## src/rtl/drbg_pkg.sv

```systemverilog
// drbg_pkg -- shared constants and types for the DRBG output stream controller.
//   BLOCK_W      : width of one generated block (bits).
//   WORD_W       : default output word width.
//   MAX_REQ_BITS : default largest request accepted without error.
//   GEN_TIMEOUT  : default cycle budget between gen_start and gen_done.
//   drbg_state_e : controller state encoding.
package drbg_pkg;

  localparam int BLOCK_W      = 256;
  localparam int WORD_W       = 32;
  localparam int MAX_REQ_BITS = 524288;
  localparam int GEN_TIMEOUT  = 1024;

  // Counter widths: remaining words of a request, words left in / index into a block.
  localparam int REM_W     = 15;
  localparam int WORD_IDX_W = 4;

  typedef enum logic [2:0] {
    ST_IDLE,
    ST_ISSUE,
    ST_WAIT_GEN,
    ST_STREAM,
    ST_FAULT
  } drbg_state_e;

endpackage

```

## src/rtl/drbg_block_serializer.sv

```systemverilog
// drbg_block_serializer -- holds one generated block and presents it one word at
// a time, most significant word first.
//   clk, rst   : clock, asynchronous active-high reset
//   load       : capture load_bits and restart at word 0
//   load_bits  : block to capture
//   advance    : step to the next word (a word was consumed)
//   word       : current word
module drbg_block_serializer
  import drbg_pkg::*;
#(
  parameter int WORD_W = drbg_pkg::WORD_W
) (
  input  logic               clk,
  input  logic               rst,
  input  logic               load,
  input  logic [BLOCK_W-1:0] load_bits,
  input  logic               advance,
  output logic [WORD_W-1:0]  word
);

  localparam int WORDS_PER_BLK = BLOCK_W / WORD_W;

  logic [BLOCK_W-1:0]    block_q, block_d;
  logic [WORD_IDX_W-1:0] idx_q, idx_d;

  always_comb begin
    // NOTE: every output of a combinational block gets a default first so no path leaves it unassigned and infers a latch.
    block_d = block_q;
    idx_d   = idx_q;
    if (load) begin
      block_d = load_bits;
      idx_d   = '0;
    end else if (advance) begin
      idx_d = idx_q + WORD_IDX_W'(1);
    end
  end

  // Word k sits at the top of the block: block[BLOCK_W-1-WORD_W*k -: WORD_W].
  always_comb begin
    word = '0;
    for (int i = 0; i < WORDS_PER_BLK; i++) begin
      if (idx_q == WORD_IDX_W'(i)) word = block_q[BLOCK_W-1-WORD_W*i -: WORD_W];
    end
  end

  // NOTE: state registers use non-blocking assignment so every flop samples pre-edge values regardless of process order.
  always_ff @(posedge clk or posedge rst) begin
    if (rst) begin
      // NOTE: the block register is reset too, so no stale random material survives a reset.
      block_q <= '0;
      idx_q   <= '0;
    end else begin
      block_q <= block_d;
      idx_q   <= idx_d;
    end
  end

endmodule

```

## src/rtl/drbg_stream_ctrl.sv

```systemverilog
// drbg_stream_ctrl -- accepts requests for N random bits, fetches 256-bit blocks
// from a generate stage and streams them out as WORD_W-bit words.
//   clk, rst              : clock, asynchronous active-high reset
//   req_valid/ready/nbits : request handshake and requested bit count
//   gen_start             : one-cycle start pulse to the generate stage
//   gen_done/error/bits   : generate stage completion, error flag and block
//   out_valid/ready/data  : output word stream, out_last marks the final word
//   busy                  : controller not idle
//   err                   : sticky error, cleared when the next request is accepted
module drbg_stream_ctrl
  import drbg_pkg::*;
#(
  parameter int WORD_W       = drbg_pkg::WORD_W,
  parameter int MAX_REQ_BITS = drbg_pkg::MAX_REQ_BITS,
  parameter int GEN_TIMEOUT  = drbg_pkg::GEN_TIMEOUT
) (
  input  logic               clk,
  input  logic               rst,
  input  logic               req_valid,
  input  logic [31:0]        req_nbits,
  output logic               req_ready,
  output logic               gen_start,
  input  logic               gen_done,
  input  logic               gen_error,
  input  logic [BLOCK_W-1:0] gen_bits,
  output logic               out_valid,
  input  logic               out_ready,
  output logic [WORD_W-1:0]  out_data,
  output logic               out_last,
  output logic               busy,
  output logic               err
);

  localparam int WORDS_PER_BLK = BLOCK_W / WORD_W;
  localparam int WORD_SH       = $clog2(WORD_W);
  localparam int TMO_W         = $clog2(GEN_TIMEOUT);

  drbg_state_e           state_q, state_d;
  logic [REM_W-1:0]      rem_q, rem_d;
  logic [WORD_IDX_W-1:0] blk_q, blk_d;
  logic [WORD_SH-1:0]    tail_q, tail_d;
  logic [TMO_W-1:0]      tmo_q, tmo_d;
  logic                  err_q, err_d;

  logic                  ser_load;
  logic [WORD_W-1:0]     ser_word;
  logic [WORD_W-1:0]     tail_mask;
  logic [TMO_W-1:0]      tmo_inc;

  assign req_ready = (state_q == ST_IDLE);
  assign gen_start = (state_q == ST_ISSUE);
  assign out_valid = (state_q == ST_STREAM);
  assign out_last  = out_valid && (rem_q == REM_W'(1));
  assign busy      = (state_q != ST_IDLE);
  assign err       = err_q;
  assign tmo_inc   = tmo_q + TMO_W'(1);

  always_comb begin
    state_d  = state_q;
    rem_d    = rem_q;
    blk_d    = blk_q;
    tail_d   = tail_q;
    tmo_d    = tmo_q;
    err_d    = err_q;
    ser_load = 1'b0;
    case (state_q)
      ST_IDLE: begin
        if (req_valid) begin
          err_d  = 1'b0;
          rem_d  = REM_W'((33'(req_nbits) + 33'(WORD_W - 1)) >> WORD_SH);
          tail_d = req_nbits[WORD_SH-1:0];
          // A zero-bit request completes on acceptance and stays idle.
          if (req_nbits > 32'(MAX_REQ_BITS)) begin
            err_d   = 1'b1;
            state_d = ST_FAULT;
          end else if (req_nbits != '0) begin
            state_d = ST_ISSUE;
          end
        end
      end
      ST_ISSUE: begin
        tmo_d   = '0;
        state_d = ST_WAIT_GEN;
      end
      ST_WAIT_GEN: begin
        if (gen_done) begin
          if (gen_error) begin
            err_d   = 1'b1;
            state_d = ST_FAULT;
          end else begin
            ser_load = 1'b1;
            blk_d    = (rem_q >= REM_W'(WORDS_PER_BLK)) ? WORD_IDX_W'(WORDS_PER_BLK)
                                                        : rem_q[WORD_IDX_W-1:0];
            state_d  = ST_STREAM;
          end
        end else if (tmo_inc == TMO_W'(GEN_TIMEOUT - 1)) begin
          // Counting from the gen_start cycle, FAULT lands exactly GEN_TIMEOUT cycles later.
          err_d   = 1'b1;
          state_d = ST_FAULT;
        end else begin
          tmo_d = tmo_inc;
        end
      end
      ST_STREAM: begin
        if (out_ready) begin
          rem_d = rem_q - REM_W'(1);
          blk_d = blk_q - WORD_IDX_W'(1);
          if (rem_q == REM_W'(1))            state_d = ST_IDLE;
          else if (blk_q == WORD_IDX_W'(1))  state_d = ST_ISSUE;
        end
      end
      ST_FAULT: state_d = ST_IDLE;
      default:  state_d = ST_IDLE;
    endcase
  end

  // The final word keeps only its upper tail_q bits when the request is not word-aligned.
  always_comb begin
    tail_mask = '1;
    if (out_last && (tail_q != '0)) tail_mask = ~({WORD_W{1'b1}} >> tail_q);
    out_data = out_valid ? (ser_word & tail_mask) : '0;
  end

  drbg_block_serializer #(.WORD_W(WORD_W)) u_ser (
    .clk      (clk),
    .rst      (rst),
    .load     (ser_load),
    .load_bits(gen_bits),
    .advance  (out_valid && out_ready),
    .word     (ser_word)
  );

  always_ff @(posedge clk or posedge rst) begin
    if (rst) begin
      state_q <= ST_IDLE;
      rem_q   <= '0;
      blk_q   <= '0;
      tail_q  <= '0;
      tmo_q   <= '0;
      err_q   <= 1'b0;
    end else begin
      state_q <= state_d;
      rem_q   <= rem_d;
      blk_q   <= blk_d;
      tail_q  <= tail_d;
      tmo_q   <= tmo_d;
      err_q   <= err_d;
    end
  end

endmodule

```

## config.mk

```make
export PLATFORM = sky130hd
export DESIGN_NAME = drbg_stream_ctrl
export DESIGN_NICKNAME = d
export VERILOG_FILES = /design/src/rtl/drbg_pkg.sv /design/src/rtl/drbg_block_serializer.sv /design/src/rtl/drbg_stream_ctrl.sv
export SDC_FILE = /design/constraint.sdc
export NUM_CORES = 1
export LEC_CHECK = 0
export ABC_CLOCK_PERIOD_IN_PS = 11700
export CORE_MARGIN = 2
export CORE_UTILIZATION = 55
export CTS_BUF_LIST = sky130_fd_sc_hd__clkbuf_4 sky130_fd_sc_hd__clkbuf_8
export CTS_CLUSTER_DIAMETER = 50
export DETAILED_ROUTE_END_ITERATION = 16
export DONT_BUFFER_PORTS = 1
export GPL_TIMING_DRIVEN = 0
export PLACE_DENSITY = 0.73
export SYNTH_ARGS = -nofsm -noshare
export SYNTH_HDL_FRONTEND = slang
export SYNTH_SLANG_ARGS = --single-unit
export TNS_END_PERCENT = 10
```

## constraint.sdc

```tcl
create_clock -name clk -period 11.7 [get_ports clk]
set_input_delay 2.34 -clock clk [delete_from_list [all_inputs] [get_ports clk]]
set_output_delay 2.34 -clock clk [all_outputs]
set_load 0.01 [all_outputs]
```

==> metrics.txt, run 1 <==
# TYPE chip_impl_metric gauge
chip_impl_info{name="status",value="completed"} 1
chip_impl_metric{name="timing_worst_slew_pin_value",unit="ns"} 1.10
chip_impl_metric{name="cap_violations",unit=""} 0
chip_impl_metric{name="whs_path_depth",unit=""} 2
chip_impl_metric{name="synth_seq_cells",unit=""} 298
chip_impl_metric{name="total_gr_overflow",unit=""} 0
chip_impl_metric{name="floorplan.initialDensity",unit="%"} 55.9
chip_impl_metric{name="p_int",unit="mW"} 1.94
chip_impl_metric{name="post-place-ws",unit="ns"} 5.60
chip_impl_metric{name="tritoncts_buffer_count",unit=""} 52
chip_impl_metric{name="r2r_slack",unit="ns"} 8.83
chip_impl_metric{name="placeable_core_region",unit="mm2"} 0.0270
chip_impl_metric{name="power.share.clock",unit="%"} 40.4
chip_impl_metric{name="p_sw_share",unit="%"} 29.2
chip_impl_metric{name="dp.final_hpwl",unit="um"} 39600
chip_impl_info{name="critPathKind",value="reg2out"} 1
chip_impl_info{name="grt_setup_unrepaired",value="false"} 1
chip_impl_metric{name="drtAntennaViolNets",unit=""} 0
chip_impl_metric{name="io_pins",unit=""} 332
chip_impl_info{name="cts_tree",value="done"} 1
chip_impl_metric{name="holdBufCountCts",unit=""} 0
chip_impl_metric{name="worst_ep_arrival_time",unit="ns"} 4.49
chip_impl_metric{name="p_per_cell_area",unit="mW/mm2"} 163
chip_impl_metric{name="synth_seq_area_share",unit="%"} 49.5
chip_impl_metric{name="die_ar",unit="mm2"} 0.0287
chip_impl_metric{name="crit_fanout",unit=""} 10
chip_impl_metric{name="via_count_normalized_by_instance_count",unit=""} 6.05
chip_impl_metric{name="die_width",unit="um"} 170
chip_impl_metric{name="buffer_count_from_post_cts_setup_fixing",unit=""} 0
chip_impl_metric{name="die_h",unit="um"} 170
chip_impl_metric{name="insertion_delay",unit="ns"} 0.61
chip_impl_metric{name="fin_crit",unit="ns"} 6.83
chip_impl_metric{name="p_leak",unit="nW"} 8.13
chip_impl_metric{name="flow.area_growth_from_synthesis",unit="%"} 11.6
chip_impl_info{name="worstReg2RegEnd",value="u_ser.block_q[253]$_DFFE_PP0P_"} 1
chip_impl_metric{name="numClockSinks",unit=""} 298
chip_impl_metric{name="max-slew-margin-rel",unit="%"} 26.7
chip_impl_metric{name="drt_first_pass_iters",unit=""} 7
chip_impl_metric{name="cpPeakStageDelay",unit="ns"} 0.62
chip_impl_info{name="cell_seen_most_often_among_critical_path_stages",value="a21oi_1"} 1
chip_impl_info{name="cpMaxStageDelayCell",value="buf_1"} 1
chip_impl_metric{name="ctsLongestPathBuffers",unit=""} 3
chip_impl_metric{name="grt_first_pass_wirelength",unit="um"} 78600
chip_impl_metric{name="timing.final.setup_violations",unit=""} 0
chip_impl_info{name="critical_path.endpoint_type",value="primary output"} 1
chip_impl_metric{name="cts.repair.resized",unit=""} 0
chip_impl_metric{name="gp_congestion",unit=""} 0.963
chip_impl_metric{name="grt_max_degree",unit=""} 90
chip_impl_metric{name="h-tree-depth",unit=""} 2
chip_impl_metric{name="dr_total_vias",unit=""} 14300
chip_impl_metric{name="drt-wirelength-per-cell",unit="um"} 22.3
chip_impl_metric{name="peakVddDrop",unit="V"} 0.0000945
chip_impl_metric{name="drt_iter0_drc",unit=""} 1647
chip_impl_metric{name="combPwrFrac",unit="%"} 13.5
chip_impl_metric{name="layout.core_utilization",unit="%"} 62.4
chip_impl_metric{name="remaining_drc_errors",unit=""} 0
chip_impl_info{name="hold_path_startpoint",value="u_ser.block_q[26]$_DFFE_PP0P_"} 1
chip_impl_metric{name="synth_area_per_cell",unit="um2"} 7.85
chip_impl_metric{name="net_switching_power",unit="mW"} 0.799
chip_impl_info{name="ys_dominant_reg_cell",value="dfrtp_1"} 1
chip_impl_info{name="hp-class",value="reg2reg"} 1
chip_impl_metric{name="filler_cell_count",unit=""} 2504
chip_impl_metric{name="ys_async_sr_fraction",unit="%"} 100
chip_impl_info{name="cp-start-kind",value="flip-flop"} 1
chip_impl_metric{name="grt_pass1_vias",unit=""} 13800
chip_impl_metric{name="p_seq_share",unit="%"} 46.1
chip_impl_metric{name="port_buffers",unit=""} 0
chip_impl_metric{name="finalNetCount",unit=""} 2280
chip_impl_info{name="whs_endpoint",value="u_ser.block_q[26]$_DFFE_PP0P_"} 1
chip_impl_metric{name="fin_worst_hold_slack",unit="ns"} 0.469
chip_impl_metric{name="fin_skew",unit="ns"} 0.0350
chip_impl_metric{name="postSynthNetCount",unit=""} 2223
chip_impl_info{name="crit_path_cell_trace",value="inv_1, ha_1, clkbuf_1, clkbuf_1, buf_1, nand3b_1, a21oi_1, a21oi_1, o211ai_1, o2111ai_1, a21oi_1"} 1
chip_impl_metric{name="worst_r2r_path_depth",unit=""} 7
chip_impl_metric{name="drive_above_1_share",unit="%"} 5.75
chip_impl_metric{name="share_of_the_clock_period_used_by_the_worst_path_after_layout",unit="%"} 58.3
chip_impl_metric{name="yosys_warnings",unit=""} 0
chip_impl_metric{name="totalWireLength",unit="um"} 52700
chip_impl_metric{name="max_clock_freq",unit="MHz"} 146
chip_impl_metric{name="syn_area",unit="mm2"} 0.0151
chip_impl_metric{name="drv_slew",unit=""} 0
chip_impl_metric{name="synth.lib_cells_used.distinct",unit=""} 61
chip_impl_info{name="clockRootBuffer",value="clkbuf_8"} 1
chip_impl_metric{name="report.final.hold_viol_count",unit=""} 0
chip_impl_metric{name="cts.reportedPaths.clkPinSlew",unit="ns"} 0.07
chip_impl_metric{name="antenna_violations_before_repair",unit=""} 6
chip_impl_metric{name="gr-usage-all-layers",unit="%"} 36.4
chip_impl_metric{name="netlist_instances",unit=""} 1918
chip_impl_info{name="critical_path.reg2reg.startpoint",value="state_q[1]$_DFFE_PP0P_"} 1
chip_impl_metric{name="layout_setup_ws",unit="ns"} 4.87
chip_impl_metric{name="placement_rows",unit=""} 60
chip_impl_metric{name="synth_edf_count",unit=""} 0
chip_impl_metric{name="timing.critical_path.required",unit="ns"} 9.36
## flip-flops by register name, indices dropped and copies added (netlist names)
| signal | flops |
|---|---|
| blk_q | 4 |
| rem_q | 15 |
| tmo_q | 10 |
| err | 1 |
| state_q | 3 |
| u_ser.idx_q | 4 |
| u_ser.block_q | 256 |
| tail_q | 5 |
## synth_stat cells (8+ instances only)
library cell,number,area share [%]
xnor2_1,10,0.58
o21ai_0,68,2.3
a21oi_1,128,4.3
xor2_1,8,0.47
nor2_1,55,1.4
dfrtp_1,298,50
o211ai_1,17,0.85
nor2b_1,11,0.46
buf_1,21,0.52
a31oi_1,9,0.37
nand3b_1,24,1.2
inv_1,19,0.47
nand2_1,905,23
ha_1,11,0.91
a211oi_1,9,0.45
o2111ai_1,12,0.70
nor3_1,21,0.70
and3_1,11,0.46
o221ai_1,21,1.2
or3_1,9,0.37
nand3_1,18,0.60
nor4_1,12,0.50
a22oi_1,10,0.50
clkbuf_1,104,2.6
a221oi_1,10,0.58
## cell usage in the layout, fill, tap and decap left out, types with 12 or more instances in the layout
cell       instances
o221ai_1          21
nor2_1            55
inv_1             18
a21oi_1          128
buf_1             21
dfrtp_1          298
o2111ai_1         12
nand3b_1          24
nor4_1            12
nand2_1          905
o211ai_1          17
clkbuf_8          68
o21ai_0           68
nand3_1           18
nor3_1            21
clkbuf_1         104
## metal layers
metal  routed length [um]  track usage, %
met2                23600            56.0
met5                    0               0
met1                20900            47.7
met3                 5720            10.8
met4                 2520            16.7
## power by group through the flow
stage               Combinational [mW]  Sequential (mW)  Clock, mW
floorplan                        0.253             1.24          0
global placement                 0.348             1.27          0
detailed placement               0.361             1.27          0
CTS                              0.363             1.26       1.11
global route                     0.414             1.27       1.15
finish                           0.369             1.26       1.11
## critical path: cells and delay by family, from the launching register on
family / cells / cell delay (ns)
buf+inv: 4 / 1.71
compound gates: 5 / 1.47
flops: 1 / 0.44
fa+ha+maj: 1 / 0.14
simple gates: 1 / 0.14
## area by class of cell
class	instances	area [um2]	area share (%)
Clock buffer	79	1020	6.06
Buffer	127	485	2.89
Multi-Input combinational cell	1472	7040	41.9
Clock inverter	16	198	1.18
Antenna cell	6	15.0	0.0893
Tap cell	341	427	2.54
Sequential cell	298	7460	44.4
Inverter	21	86.3	0.514
Timing Repair Buffer	3	82.6	0.491
## cell families after synthesis
group | synth area share (%)
muxes | 1.04
AOI/OAI and AO/OA | 13.7
xor gates and xnor gates | 1.05
adders and majority gates | 0.914
DFF | 49.5
and+or+nand+nor | 30.1
buffers and inverters | 3.75
## how the worst max path moves through the flow
stage | endpoint | slack [ns] | cells after the start | from
floorplan | blk_q[0]$_DFFE_PP0P_ | 1.13 | 1 | rst
global placement | u_ser.block_q[71]$_DFFE_PP0P_ | -2.14 | 1 | rst
detailed placement | out_data[12] | 5.60 | 11 | u_ser.idx_q[1]$_DFFE_PP0P_
CTS | out_data[12] | 4.98 | 11 | u_ser.idx_q[1]$_DFFE_PP0P_
global route | out_data[9] | 4.73 | 11 | u_ser.idx_q[1]$_DFFE_PP0P_
finish | out_data[12] | 4.87 | 11 | u_ser.idx_q[0]$_DFFE_PP0P_
## metrics by stage
stage	std cells	setup TNS, ns	total power [mW]	cell area [um2]
after CTS	2357	0	2.73	16800
after detailed placement	2262	0	1.63	15600
after global placement	2259	-631.18	1.62	15500
after global routing	2362	0	2.84	16800
after floorplan	1918	0	1.50	15100
final	2363	0	2.74	16800
Power figures use the tool's default switching activity.
==> run 2: changes to the inputs <==
--- a/config.mk
+++ b/config.mk
@@ -5,7 +5,7 @@
 export SDC_FILE = /design/constraint.sdc
 export NUM_CORES = 1
 export LEC_CHECK = 0
-export ABC_CLOCK_PERIOD_IN_PS = 11700
+export ABC_CLOCK_PERIOD_IN_PS = 5900
 export CORE_MARGIN = 2
 export CORE_UTILIZATION = 55
 export CTS_BUF_LIST = sky130_fd_sc_hd__clkbuf_4 sky130_fd_sc_hd__clkbuf_8
@@ -13,7 +13,7 @@
 export DETAILED_ROUTE_END_ITERATION = 16
 export DONT_BUFFER_PORTS = 1
 export GPL_TIMING_DRIVEN = 0
-export PLACE_DENSITY = 0.73
+export PLACE_DENSITY = 0.76
 export SYNTH_ARGS = -nofsm -noshare
 export SYNTH_HDL_FRONTEND = slang
 export SYNTH_SLANG_ARGS = --single-unit
==> constraint.sdc (replaced) <==
create_clock -name clk -period 5.9 [get_ports clk]
set_input_delay 1.18 -clock clk [delete_from_list [all_inputs] [get_ports clk]]
set_output_delay 1.18 -clock clk [all_outputs]
set_load 0.01 [all_outputs]
==> metrics.txt, run 2 (synthesis gave the netlist of run 1 again) <==
# TYPE chip_impl_metric gauge
chip_impl_metric{name="numClockSinks",unit=""} 298
chip_impl_metric{name="flow.area_growth_from_synthesis",unit="%"} 11.1
chip_impl_metric{name="totalNegativeSetupSlack",unit="ns"} 0
chip_impl_metric{name="die_width",unit="um"} 170
chip_impl_metric{name="timing.critical_path.required",unit="ns"} 4.72
chip_impl_info{name="critical_path.endpoint_type",value="primary output"} 1
chip_impl_metric{name="flip_flop_count_of_the_largest_register_all_copies_and_words_added",unit=""} 256
chip_impl_info{name="register_name_with_the_most_flops",value="u_ser.block_q"} 1
chip_impl_metric{name="tritoncts_buffer_count",unit=""} 50
chip_impl_info{name="worstSetupStartpoint",value="u_ser.idx_q[0]$_DFFE_PP0P_"} 1
chip_impl_metric{name="worst_ep_arrival_time",unit="ns"} 4.41
chip_impl_metric{name="drt_first_pass_iters",unit=""} 8
chip_impl_metric{name="placed_cell_area",unit="mm2"} 0.0156
chip_impl_metric{name="report.final.hold_viol_count",unit=""} 0
chip_impl_metric{name="max-slew-margin-rel",unit="%"} 28.4
chip_impl_metric{name="placeable_core_region",unit="mm2"} 0.0270
chip_impl_metric{name="drive_above_1_share",unit="%"} 5.52
chip_impl_metric{name="ctsLongestPathBuffers",unit=""} 3
chip_impl_metric{name="total_gr_overflow",unit=""} 0
chip_impl_metric{name="drv_slew",unit=""} 0
chip_impl_metric{name="cts.repair.resized",unit=""} 0
chip_impl_metric{name="buffer_count_from_post_cts_setup_fixing",unit=""} 0
chip_impl_metric{name="layout.core_utilization",unit="%"} 62.1
chip_impl_info{name="grt_setup_unrepaired",value="false"} 1
chip_impl_metric{name="drt_iter0_drc",unit=""} 1631
chip_impl_metric{name="port_buffers",unit=""} 0
chip_impl_metric{name="r2r_slack",unit="ns"} 3.04
chip_impl_metric{name="crit_fanout",unit=""} 10
chip_impl_metric{name="share_of_the_clock_period_used_by_the_worst_path_after_layout",unit="%"} 94.7
chip_impl_info{name="layout_top_registers",value="u_ser.block_q (256), rem_q (15), tmo_q (10)"} 1
chip_impl_metric{name="gr-usage-all-layers",unit="%"} 36.1
chip_impl_metric{name="detailroute.wirelength.met2",unit="um"} 23400
chip_impl_metric{name="post-place-ws",unit="ns"} 1.08
chip_impl_info{name="final_common_cell",value="nand2_1"} 1
chip_impl_metric{name="final_cells",unit=""} 2358
chip_impl_metric{name="dp.final_hpwl",unit="um"} 39700
chip_impl_metric{name="fin_skew",unit="ns"} 0.0518
chip_impl_metric{name="drt-wirelength-per-cell",unit="um"} 22.2
chip_impl_metric{name="floorplan.initialDensity",unit="%"} 55.9
chip_impl_metric{name="io_pins",unit=""} 332
chip_impl_metric{name="h-tree-depth",unit=""} 2
chip_impl_metric{name="placement_rows",unit=""} 60
chip_impl_metric{name="place_inst",unit=""} 2266
chip_impl_metric{name="fin_crit",unit="ns"} 5.59
chip_impl_info{name="cts_tree",value="done"} 1
chip_impl_metric{name="cts.reportedPaths.clkPinSlew",unit="ns"} 0.06
chip_impl_metric{name="gp_congestion",unit=""} 0.973
chip_impl_metric{name="timing_worst_slew_pin_value",unit="ns"} 1.07
chip_impl_info{name="critPathKind",value="reg2out"} 1
chip_impl_metric{name="wl_met1",unit="um"} 20300
chip_impl_info{name="cp-start-kind",value="flip-flop"} 1
chip_impl_info{name="critical_path.reg2reg.startpoint",value="state_q[0]$_DFFE_PP0P_"} 1
chip_impl_info{name="most-common-layout-cells",value="905 x nand2_1, 298 x dfrtp_1, 128 x a21oi_1"} 1
chip_impl_metric{name="totalWireLength",unit="um"} 52400
chip_impl_info{name="status",value="completed"} 1
chip_impl_metric{name="p_per_cell_area",unit="mW/mm2"} 313
chip_impl_metric{name="max_clock_freq",unit="MHz"} 179
chip_impl_metric{name="timing.final.setup_violations",unit=""} 0
chip_impl_metric{name="worst_r2r_path_depth",unit=""} 7
chip_impl_metric{name="grt_max_degree",unit=""} 45
chip_impl_info{name="clockRootBuffer",value="clkbuf_8"} 1
chip_impl_metric{name="cap_violations",unit=""} 0
chip_impl_metric{name="met3_wirelength",unit="um"} 5750
chip_impl_metric{name="die_h",unit="um"} 170
chip_impl_metric{name="die_ar",unit="mm2"} 0.0287
chip_impl_metric{name="grt_pass1_vias",unit=""} 13900
chip_impl_metric{name="finalInstanceArea",unit="mm2"} 0.0167
chip_impl_metric{name="layout_setup_ws",unit="ns"} 0.315
chip_impl_metric{name="p_leak",unit="nW"} 8.08
chip_impl_metric{name="drtAntennaViolNets",unit=""} 0
chip_impl_metric{name="finalNetCount",unit=""} 2282
chip_impl_info{name="topRoutingLayerUsed",value="met4"} 1
chip_impl_metric{name="holdBufCountCts",unit=""} 0
chip_impl_info{name="worst_setup_path_endpoint",value="out_data[12]"} 1
chip_impl_info{name="hp-class",value="reg2reg"} 1
chip_impl_info{name="worstReg2RegEnd",value="u_ser.block_q[252]$_DFFE_PP0P_"} 1
chip_impl_metric{name="antenna_violations_before_repair",unit=""} 5
chip_impl_metric{name="via_count_normalized_by_instance_count",unit=""} 6.08
chip_impl_metric{name="peakVddDrop",unit="V"} 0.000219
chip_impl_metric{name="remaining_drc_errors",unit=""} 0
chip_impl_metric{name="insertion_delay",unit="ns"} 0.61
chip_impl_metric{name="dr_total_vias",unit=""} 14300
chip_impl_metric{name="grt_first_pass_wirelength",unit="um"} 78200
[run 2: worst max-delay path, cell delays in order (launching register included)]
cell and delay, ns:
dfrtp_1 0.43, inv_1 0.11, ha_1 0.15, clkbuf_1 0.40
clkbuf_1 0.53, buf_1 0.59, nand3b_1 0.15, a21oi_1 0.27
a21oi_1 0.09, o211ai_1 0.26, o2111ai_1 0.36, a21oi_1 0.44
[run 2: how the worst min path moves through the flow]
stage                              startpoint                             end  slack (ns)  cells after the start
6_report       u_ser.block_q[202]$_DFFE_PP0P_  u_ser.block_q[202]$_DFFE_PP0P_        0.48                      2
5_1_grt        u_ser.block_q[202]$_DFFE_PP0P_  u_ser.block_q[202]$_DFFE_PP0P_        0.49                      2
4_1_cts         u_ser.block_q[31]$_DFFE_PP0P_   u_ser.block_q[31]$_DFFE_PP0P_        0.47                      2
3_5_place_dp    u_ser.block_q[31]$_DFFE_PP0P_   u_ser.block_q[31]$_DFFE_PP0P_        0.46                      2
3_3_place_gp    u_ser.block_q[26]$_DFFE_PP0P_   u_ser.block_q[26]$_DFFE_PP0P_        0.45                      2
2_1_floorplan  u_ser.block_q[248]$_DFFE_PP0P_  u_ser.block_q[248]$_DFFE_PP0P_        0.44                      2
[run 2: final cells by class]
cell class	count	area, um2
fillers	2426	10200
flip-flops and latches	298	7460
multi-input cells	1472	7040
clock buffers	74	931
plain buffers	127	485
well taps	341	427
clock inverters	12	149
repair buffers	7	140
inverters	21	82.6
diodes	6	15.0
[run 2: power by group]
group | switching [mW] | internal, mW
combinational | 0.483 | 0.253
sequential | 0.194 | 2.31
clock | 0.864 | 1.14
[run 2: per-stage QoR]
| step | power, mW | hold slack, ns |
|---|---|---|
| after CTS | 5.22 | 0.472 |
| final | 5.24 | 0.475 |
| after floorplan | 2.97 | 0.439 |
| after global routing | 5.45 | 0.492 |
| after global placement | 3.21 | 0.454 |
| after detailed placement | 3.24 | 0.457 |
[run 2: layer usage]
metal,global-route usage (%),up-vias
met5,0,-
met4,18.1,0
met3,8.77,174
met2,55.9,873
met1,47.8,6809
li1,-,6490
==> run 3: changes to the inputs <==
--- a/config.mk
+++ b/config.mk
@@ -5,7 +5,8 @@
 export SDC_FILE = /design/constraint.sdc
 export NUM_CORES = 1
 export LEC_CHECK = 0
-export ABC_CLOCK_PERIOD_IN_PS = 5900
+export ABC_AREA = 0
+export ABC_CLOCK_PERIOD_IN_PS = 7250
 export CORE_MARGIN = 2
 export CORE_UTILIZATION = 55
 export CTS_BUF_LIST = sky130_fd_sc_hd__clkbuf_4 sky130_fd_sc_hd__clkbuf_8
@@ -13,7 +14,7 @@
 export DETAILED_ROUTE_END_ITERATION = 16
 export DONT_BUFFER_PORTS = 1
 export GPL_TIMING_DRIVEN = 0
-export PLACE_DENSITY = 0.76
+export PLACE_DENSITY = 0.73
 export SYNTH_ARGS = -nofsm -noshare
 export SYNTH_HDL_FRONTEND = slang
 export SYNTH_SLANG_ARGS = --single-unit
==> constraint.sdc (replaced) <==
create_clock -name clk -period 7.25 [get_ports clk]
set_input_delay 1.45 -clock clk [delete_from_list [all_inputs] [get_ports clk]]
set_output_delay 1.45 -clock clk [all_outputs]
set_load 0.01 [all_outputs]
==> metrics.txt, run 3 (synthesis gave the netlist of run 1 again) <==
# TYPE chip_impl_metric gauge
chip_impl_info{name="status",value="completed"} 1
chip_impl_metric{name="die_ar",unit="mm2"} 0.0287
chip_impl_metric{name="port_buffers",unit=""} 0
chip_impl_metric{name="finalNetCount",unit=""} 2284
chip_impl_metric{name="cpPeakStageDelay",unit="ns"} 0.60
chip_impl_metric{name="totalNegativeSetupSlack",unit="ns"} 0
chip_impl_metric{name="drt_first_pass_iters",unit=""} 6
chip_impl_info{name="critical_path.endpoint_type",value="primary output"} 1
chip_impl_metric{name="cap_violations",unit=""} 0
chip_impl_metric{name="holdBufCountCts",unit=""} 0
chip_impl_metric{name="gr-usage-all-layers",unit="%"} 36.9
chip_impl_metric{name="flip_flop_count_of_the_largest_register_all_copies_and_words_added",unit=""} 256
chip_impl_metric{name="worst_ep_arrival_time",unit="ns"} 4.49
chip_impl_info{name="cts_tree",value="done"} 1
chip_impl_metric{name="numClockSinks",unit=""} 298
chip_impl_metric{name="remaining_drc_errors",unit=""} 0
chip_impl_metric{name="tritoncts_buffer_count",unit=""} 51
chip_impl_info{name="hp-class",value="reg2reg"} 1
chip_impl_info{name="crit_path_cell_trace",value="inv_1, ha_1, clkbuf_1, clkbuf_1, buf_1, nand3b_1, a21oi_1, a21oi_1, o211ai_1, o2111ai_1, a21oi_1"} 1
chip_impl_metric{name="placed_cell_area",unit="mm2"} 0.0157
chip_impl_metric{name="ctsLongestPathBuffers",unit=""} 3
chip_impl_metric{name="via_count_normalized_by_instance_count",unit=""} 6.04
chip_impl_info{name="clockRootBuffer",value="clkbuf_8"} 1
chip_impl_metric{name="drt-wirelength-per-cell",unit="um"} 22.4
chip_impl_metric{name="cts.reportedPaths.clkPinSlew",unit="ns"} 0.07
chip_impl_metric{name="h-tree-depth",unit=""} 2
chip_impl_metric{name="floorplan.initialDensity",unit="%"} 55.9
chip_impl_metric{name="timing.final.setup_violations",unit=""} 0
chip_impl_metric{name="grt_first_pass_wirelength",unit="um"} 79600
chip_impl_metric{name="p_per_cell_area",unit="mW/mm2"} 258
chip_impl_info{name="cell_seen_most_often_among_critical_path_stages",value="a21oi_1"} 1
chip_impl_metric{name="total_gr_overflow",unit=""} 0
chip_impl_info{name="most-common-layout-cells",value="905 x nand2_1, 298 x dfrtp_1, 128 x a21oi_1"} 1
chip_impl_metric{name="peakVddDrop",unit="V"} 0.000211
chip_impl_metric{name="dp.final_hpwl",unit="um"} 40300
chip_impl_metric{name="buffer_count_from_post_cts_setup_fixing",unit=""} 0
chip_impl_metric{name="p_leak",unit="nW"} 8.13
chip_impl_metric{name="finalInstanceArea",unit="mm2"} 0.0168
chip_impl_info{name="cp-start-kind",value="flip-flop"} 1
chip_impl_metric{name="die_width",unit="um"} 170
chip_impl_metric{name="gp_congestion",unit=""} 0.957
chip_impl_metric{name="placement_rows",unit=""} 60
chip_impl_metric{name="grt_max_degree",unit=""} 42
chip_impl_metric{name="drtAntennaViolNets",unit=""} 0
chip_impl_info{name="grt_setup_unrepaired",value="false"} 1
chip_impl_metric{name="fin_skew",unit="ns"} 0.0439
chip_impl_info{name="critPathKind",value="reg2out"} 1
chip_impl_metric{name="timing_worst_slew_pin_value",unit="ns"} 1.07
chip_impl_metric{name="dr_total_vias",unit=""} 14300
chip_impl_metric{name="totalWireLength",unit="um"} 53000
chip_impl_metric{name="fin_crit",unit="ns"} 5.94
chip_impl_metric{name="drt_iter0_drc",unit=""} 1328
chip_impl_metric{name="die_h",unit="um"} 170
chip_impl_metric{name="antenna_violations_before_repair",unit=""} 6
chip_impl_info{name="layout_top_registers",value="u_ser.block_q (256), rem_q (15), tmo_q (10)"} 1
chip_impl_metric{name="crit_fanout",unit=""} 10
chip_impl_info{name="final_common_cell",value="nand2_1"} 1
chip_impl_metric{name="cts.repair.resized",unit=""} 0
chip_impl_metric{name="drive_above_1_share",unit="%"} 6.03
chip_impl_metric{name="timing.critical_path.required",unit="ns"} 5.80
chip_impl_metric{name="placeable_core_region",unit="mm2"} 0.0270
chip_impl_metric{name="report.final.hold_viol_count",unit=""} 0
chip_impl_metric{name="max_clock_freq",unit="MHz"} 168
chip_impl_metric{name="flow.area_growth_from_synthesis",unit="%"} 11.7
chip_impl_info{name="register_name_with_the_most_flops",value="u_ser.block_q"} 1
chip_impl_info{name="cpMaxStageDelayCell",value="buf_1"} 1
chip_impl_metric{name="share_of_the_clock_period_used_by_the_worst_path_after_layout",unit="%"} 82.0
chip_impl_metric{name="io_pins",unit=""} 332
chip_impl_metric{name="grt_pass1_vias",unit=""} 14000
chip_impl_metric{name="max-slew-margin-rel",unit="%"} 28.9
chip_impl_metric{name="drv_slew",unit=""} 0
chip_impl_metric{name="insertion_delay",unit="ns"} 0.61
## run 3: cell types whose count changed in the layout (fill, tap and decap cells not counted), sizes merged
cell | before | now
clkinv | 8 | 12
diode | 6 | 5
buf | 30 | 31
clkbuf | 178 | 182
bufinv | 3 | 2
clkinvlp | 2 | 4
inv | 20 | 21
## run 3: per-layer routing
layer	part of all wire, %	vias to the layer above	wire length (um)	global-route usage, %
li1	-	6503	-	-
met1	39	6806	20400	48.0
met2	45	813	23800	56.7
met3	11	177	5890	10.4
met4	5.6	2	2950	18.8
met5	0.025	-	13	0
## run 3: layout make-up
class	instances	area (um2)
multi-input cells	1472	7040
clock inverters	18	166
plain buffers	127	485
flip-flops and latches	298	7460
well taps	341	427
repair buffers	8	160
fillers	2424	10100
inverters	21	82.6
diodes	5	12.5
clock buffers	78	998
## run 3: path summary, 6_finish.rpt
| kind | start | end | slack [ns] | cells past startpoint |
|---|---|---|---|---|
| max | u_ser.idx_q[0]$_DFFE_PP0P_ | out_data[12] | 1.31 | 11 |
| max in group asynchronous | rst | u_ser.block_q[93]$_DFFE_PP0P_ | 5.42 | 4 |
| min | u_ser.block_q[31]$_DFFE_PP0P_ | u_ser.block_q[31]$_DFFE_PP0P_ | 0.47 | 2 |
| min reg2reg | u_ser.block_q[31]$_DFFE_PP0P_ | u_ser.block_q[31]$_DFFE_PP0P_ | 0.47 | 2 |
| min in group asynchronous | rst | tmo_q[8]$_DFFE_PP0P_ | 0.74 | 1 |
| max reg2reg | state_q[1]$_DFFE_PP0P_ | u_ser.block_q[253]$_DFFE_PP0P_ | 4.39 | 7 |
## run 3: worst max-delay path: cells and delay by family (launching register included)
kind,cells,cell delay [ns]
AOI/OAI and AO/OA,5,1.48
adders and majority gates,1,0.15
buffers and inverters,4,1.67
DFF,1,0.43
and+or+nand+nor,1,0.14
## run 3: report_power, final
part           switching [mW]  internal (mW)
Combinational           0.396          0.207
Clock                   0.740          0.960
Sequential              0.159           1.88
## run 3: through the flow
step	hold slack [ns]	instances	worst slack, ns	util [%]	power, mW
floorplan	0.439	1918	1.84	-	2.41
global placement	0.451	2259	0.209	57.5	2.61
detailed placement	0.457	2267	2.08	58.1	2.64
CTS	0.472	2363	1.44	62.4	4.33
global route	0.493	2368	1.21	62.5	4.51
finish	0.474	2368	1.31	62.5	4.34
